`src/rtl/axis_rr_pkt_arbiter.sv`:
```
// -----------------------------------------------------------------------------
// axis_rr_pkt_arbiter
//
// Round-robin AXI-Stream packet arbiter. It merges N slave streams onto one
// master stream. Once a source is granted, the grant stays with that source
// until its tlast beat is accepted. The master side is a registered slice, so
// data moves at one beat per cycle inside a packet, and m_axis_* hold steady
// while the consumer applies backpressure.
//
// Optional feature: define ARB_TID_EN to add m_axis_tid. This output carries
// the index of the source that produced each beat.
//
// Parameters:
//   N       number of slave inputs (2..16)
//   DATA_W  tdata width
//   ID_W    width of the grant index and of m_axis_tid
//
// Ports:
//   axis_aclk       clock; all logic runs on the rising edge
//   axis_areset     asynchronous, active-high reset
//   s_axis_tdata    N*DATA_W; source i is in [i*DATA_W +: DATA_W]
//   s_axis_tvalid   per-source valid
//   s_axis_tlast    per-source end of packet
//   s_axis_tready   per-source ready (only the granted source, only in BUSY)
//   m_axis_tdata    merged data (registered)
//   m_axis_tvalid   merged valid (registered)
//   m_axis_tlast    merged tlast (registered)
//   m_axis_tready   downstream ready
//   m_axis_tid      source index of the current beat (ARB_TID_EN only)
// -----------------------------------------------------------------------------
module axis_rr_pkt_arbiter #(
  parameter int N      = 2,
  parameter int DATA_W = 32,
  parameter int ID_W   = (N > 1) ? $clog2(N) : 1
) (
  input  logic                axis_aclk,
  input  logic                axis_areset,
  input  logic [N*DATA_W-1:0] s_axis_tdata,
  input  logic [N-1:0]        s_axis_tvalid,
  input  logic [N-1:0]        s_axis_tlast,
  output logic [N-1:0]        s_axis_tready,
  output logic [DATA_W-1:0]   m_axis_tdata,
  output logic                m_axis_tvalid,
  output logic                m_axis_tlast,
  input  logic                m_axis_tready
`ifdef ARB_TID_EN
  ,
  output logic [ID_W-1:0]     m_axis_tid
`endif
);

  typedef enum logic {IDLE, BUSY} state_t;

  state_t            state;
  logic [ID_W-1:0]   grant;
  logic [ID_W-1:0]   rr_ptr;

  logic [2*N-1:0]    req_dbl;
  logic [N-1:0]      req_rot;
  logic              any_valid;
  logic [ID_W-1:0]   pick;
  logic [ID_W-1:0]   pick_next;
  int                pick_sum;

  logic              slot_free;
  logic              sel_valid;
  logic              sel_last;
  logic [DATA_W-1:0] sel_data;
  logic              accept;

  // The request vector is rotated so that bit 0 is the rr_ptr source. The
  // lowest set bit of the rotated vector is then the next source in
  // round-robin order. Adding rr_ptr back maps that bit to a real index.
  // NOTE: every always_comb output gets a default before any branch, so no
  // path through the block can leave a latch.
  always_comb begin
    req_dbl   = {s_axis_tvalid, s_axis_tvalid} >> rr_ptr;
    req_rot   = req_dbl[N-1:0];
    any_valid = 1'b0;
    pick_sum  = 0;
    for (int k = 0; k < N; k++) begin
      if (!any_valid && req_rot[k]) begin
        any_valid = 1'b1;
        pick_sum  = int'(rr_ptr) + k;
      end
    end
    if (pick_sum >= N) pick_sum = pick_sum - N;
    pick      = ID_W'(pick_sum);
    pick_next = (pick == ID_W'(N - 1)) ? '0 : pick + 1'b1;
  end

  // Source mux for the granted input.
  always_comb begin
    sel_valid = 1'b0;
    sel_last  = 1'b0;
    sel_data  = '0;
    for (int i = 0; i < N; i++) begin
      if (grant == ID_W'(i)) begin
        sel_valid = s_axis_tvalid[i];
        sel_last  = s_axis_tlast[i];
        sel_data  = s_axis_tdata[i*DATA_W +: DATA_W];
      end
    end
  end

  // Ready depends only on the state and on the output slice. It has no path
  // from any s_axis_tvalid.
  assign slot_free = !m_axis_tvalid || m_axis_tready;

  always_comb begin
    s_axis_tready = '0;
    if (state == BUSY) s_axis_tready[grant] = slot_free;
  end

  assign accept = (state == BUSY) && sel_valid && slot_free;

  // NOTE: all state is updated with non-blocking assignments. This lets every
  // register sample the values from before the edge, regardless of order.
  always_ff @(posedge axis_aclk or posedge axis_areset) begin
    if (axis_areset) begin
      state         <= IDLE;
      grant         <= '0;
      rr_ptr        <= '0;
      m_axis_tvalid <= 1'b0;
      m_axis_tdata  <= '0;
      m_axis_tlast  <= 1'b0;
`ifdef ARB_TID_EN
      m_axis_tid    <= '0;
`endif
    end else begin
      case (state)
        IDLE: begin
          if (any_valid) begin
            grant  <= pick;
            rr_ptr <= pick_next;
            state  <= BUSY;
          end
        end
        BUSY: begin
          if (accept && sel_last) state <= IDLE;
        end
        default: state <= IDLE;
      endcase

      // Output slice. Load on accept, otherwise drain once the consumer takes
      // the beat. Data and tlast only change on accept, so they stay stable
      // while the consumer stalls.
      if (accept) begin
        m_axis_tvalid <= 1'b1;
        m_axis_tdata  <= sel_data;
        m_axis_tlast  <= sel_last;
`ifdef ARB_TID_EN
        m_axis_tid    <= grant;
`endif
      end else if (m_axis_tvalid && m_axis_tready) begin
        m_axis_tvalid <= 1'b0;
      end
    end
  end

endmodule
```
`config.mk`:
```
export PLATFORM = sky130hd
export DESIGN_NAME = axis_rr_pkt_arbiter
export DESIGN_NICKNAME = d
export VERILOG_FILES = /design/src/rtl/axis_rr_pkt_arbiter.sv
export SDC_FILE = /design/constraint.sdc
export NUM_CORES = 1
export LEC_CHECK = 0
export CORE_MARGIN = 2
export CORE_UTILIZATION = 23
export CTS_BUF_LIST = sky130_fd_sc_hd__clkbuf_4 sky130_fd_sc_hd__clkbuf_8
export CTS_CLUSTER_DIAMETER = 150
export DETAILED_ROUTE_END_ITERATION = 8
export DONT_BUFFER_PORTS = 1
export GPL_TIMING_DRIVEN = 0
export PLACE_DENSITY = 0.42
export SETUP_SLACK_MARGIN = 0.1
export SKIP_CTS_REPAIR_TIMING = 1
export SLEW_MARGIN = 20
export SYNTH_ARGS = -nofsm -noshare
export SYNTH_HDL_FRONTEND = slang
export SYNTH_SLANG_ARGS = --single-unit
```
`constraint.sdc`:
```
create_clock -name axis_aclk -period 2.2 [get_ports axis_aclk]
set_input_delay 0.55 -clock axis_aclk [delete_from_list [all_inputs] [get_ports axis_aclk]]
set_output_delay 0.55 -clock axis_aclk [all_outputs]
set_load 0.02 [all_outputs]
```
==> flow_summary.yaml <==
setup_path:
  r2r-end: "m_axis_tdata[16]$_DFFE_PP0P_"
  r2r_cells: 4
  r2r-start: "grant$_DFFE_PP0P_"
  cp.required_ns: 1.65
  reg2reg_slack_ns: 0.38
  critPathMaxStageDelay_ns: 0.47
  critPathMaxFanout: 5
  crit_type: "register to primary output"
  cp-start-kind: "register"
  setup.worst_path.end_class: "primary output"
  crit_slowest_cell: "dfrtp_1"
  path_cells: "nand2b_1 -> nand2_1 -> nor2_1"
  arrival_ns: 1.42
  cp_top_family: "simple AND/OR/NAND/NOR gates"
  critPathBufInv: 0
logic_synthesis:
  synth_top_area_share: 0.474
  synth_seq_cells: 37
  syn-instance-count: 129
  ys_warn_count: 0
  synth-edff-count: 0
  synth_area_per_cell_um2: 15.2
  synth_area_leader_cell: "dfrtp_1"
  synth_flop_cell: "dfrtp_1"
  syn_nets: 200
  synth_area_mm2: 0.00195
  synth_area_leaders: "dfrtp_1 (47%), mux2_4 (24%), mux2_2 (21%)"
  synthDistinctLibCells: 15
  synthArstFlopShare: 1.00
  ys_seq_area_frac: 0.474
final_layout:
  drive_above_1_share: 0.596
  fill_cells: 843
  utilization: 0.268
  final_cells: 241
  nNetsFinal: 207
  multi_input_area_um2: 961
  antenna_cells: 0
  regArea_um2: 926
  area_growth_pct: 12.5
  final_cell_area_mm2: 0.00220
clocking:
  cts_tree: "yes"
  clkLatencyLatePin_ns: 0.28
  clock_path_buffers: 2
  htreeDepth: 2
  cts_buffers: 5
  cts.sinks: 37
  root_buffer: "clkbuf_8"
  cts.reportedPaths.clkPinSlew_ns: 0.07
detailed_routing:
  ant_nets: 0
  vias_per_cell: 4.46
  first_pass_iters: 4
  drt_iter0_markers: 12
  drc: 0
  vias: 1076
  routed_wl_um: 4310
  wl_per_cell_um: 17.9
global_route:
  grt_pass1_wl_um: 6120
  grt_pass1_vias: 1174
  grt_max_degree: 20
  antenna_found_initial: 0
  track_usage: 0.0899
  overflow: 0
floorplanning:
  die_h_um: 96.2
  num_rows: 33
  die_x_um: 96.2
  dieArea_mm2: 0.00925
  fp.coreArea_mm2: 0.00822
  io_pins: 107
  start_util: 0.238
power_and_ir_drop:
  p_leak_nw: 0.984
  switching_power_mw: 1.44
  swShare: 0.395
  p_int_mw: 2.21
  p_per_area_mw_per_mm2: 1660
  peakVddDrop_mv: 0.588
  clkPwrFrac: 0.134
  pwr-share-comb: 0.404
  seqPwrFrac: 0.463
sta:
  finalCritPeriodShare: 0.894
  finalCriticalPeriod_ns: 1.97
  setup_viol: 0
  fin_setup_tns_ns: 0
  fin_worst_skew_ns: 0.00542
  fin_hold_ws_ns: 0.158
  rsz0062_at_grt: "false"
  clock.fmax_mhz: 508
  hold_viol: 0
  max_slew_margin: 0.620
  tightest_slew_ns: 0.570
  slew_violations: 0
place:
  dp_cells: 235
  dp_hpwl_um: 3300
  port_buffers: 0
  place_congestion: 0.669
  placed_area_mm2: 0.00211
min_path:
  holdCritPathClass: "input pin to asynchronous set/reset pin"
job:
  drv_cap: 0
run_status:
  status: "finished clean"
[worst max path at each step]
stage | from | endpoint | depth (start not counted)
detailed placement | grant$_DFFE_PP0P_ | s_axis_tready[1] | 3
floorplan | m_axis_tready | s_axis_tready[0] | 3
finish | m_axis_tvalid$_DFFE_PP0P_ | s_axis_tready[0] | 3
global placement | axis_areset | m_axis_tdata[5]$_DFFE_PP0P_ | 1
global route | m_axis_tvalid$_DFFE_PP0P_ | s_axis_tready[0] | 3
CTS | grant$_DFFE_PP0P_ | s_axis_tready[1] | 3
[power groups by stage]
| stage | clock (mW) | combinational, mW | sequential (mW) |
|---|---|---|---|
| after CTS | 0.517 | 1.52 | 1.70 |
| final | 0.489 | 1.48 | 1.69 |
| after global placement | 0 | 1.45 | 1.71 |
| after global routing | 0.555 | 1.60 | 1.74 |
| after floorplan | 0 | 1.30 | 1.61 |
| after detailed placement | 0 | 1.51 | 1.71 |
[state kept, by name, summed over array words and instances, names as in the netlist]
name and flops:
m_axis_tdata 32, grant 1, m_axis_tlast 1, m_axis_tvalid 1, rr_ptr 1, state 1
[cells in the final DEF (no fill, tap or decap)]
cell | netlist | final
a21oi_1 | 3 | 3
a31oi_1 | 1 | 1
a41oi_1 | 1 | 1
and3_1 | 1 | 1
buf_16 | 0 | 1
buf_6 | 4 | 4
clkbuf_1 | 4 | 3
clkbuf_4 | 0 | 1
clkbuf_8 | 0 | 6
dfrtp_1 | 37 | 37
inv_1 | 2 | 1
inv_2 | 0 | 1
mux2_2 | 36 | 36
mux2_4 | 31 | 31
nand2_1 | 3 | 3
nand2b_1 | 2 | 2
nand3_4 | 1 | 1
nor2_1 | 2 | 2
nor3_1 | 1 | 1
[cells in the mapped netlist (all sizes together) (2+ instances only)]
cell type,number
nor2,2
dfrtp,37
a21oi,3
inv,2
nand2,3
nand2b,2
clkbuf,4
buf,4
mux2,67
[cells by family (layout without fill, tap and decap cells)]
logic type      after synthesis  in the layout  synth area share
mux                          67             67             0.446
flops                        37             37             0.474
simple gates                 10             10            0.0307
buf+inv                      10             17            0.0346
compound gates                5              5            0.0154
[final cells by class]
class                           count  area share
Clock buffer                        7      0.0410
Tap cell                          105      0.0597
Sequential cell                    37       0.421
Buffer                              7      0.0256
Inverter                            2     0.00341
Multi-Input combinational cell     82       0.437
Timing Repair Buffer                1      0.0125
[per-layer routing]
metal	global-route usage	share of wire
met5	0	0
met4	0.0310	0.0051
met3	0.0298	0.091
met2	0.154	0.51
met1	0.105	0.39
[per-stage QoR]
| stage | setup WS (ns) | power, mW |
|---|---|---|
| 3_5_place_dp | 0.345 | 3.22 |
| 3_3_place_gp | 0.375 | 3.15 |
| 5_1_grt | 0.155 | 3.89 |
| 4_1_cts | 0.0450 | 3.74 |
| 6_report | 0.233 | 3.66 |
| 2_1_floorplan | 0.544 | 2.92 |
Power figures use the tool's default switching activity.
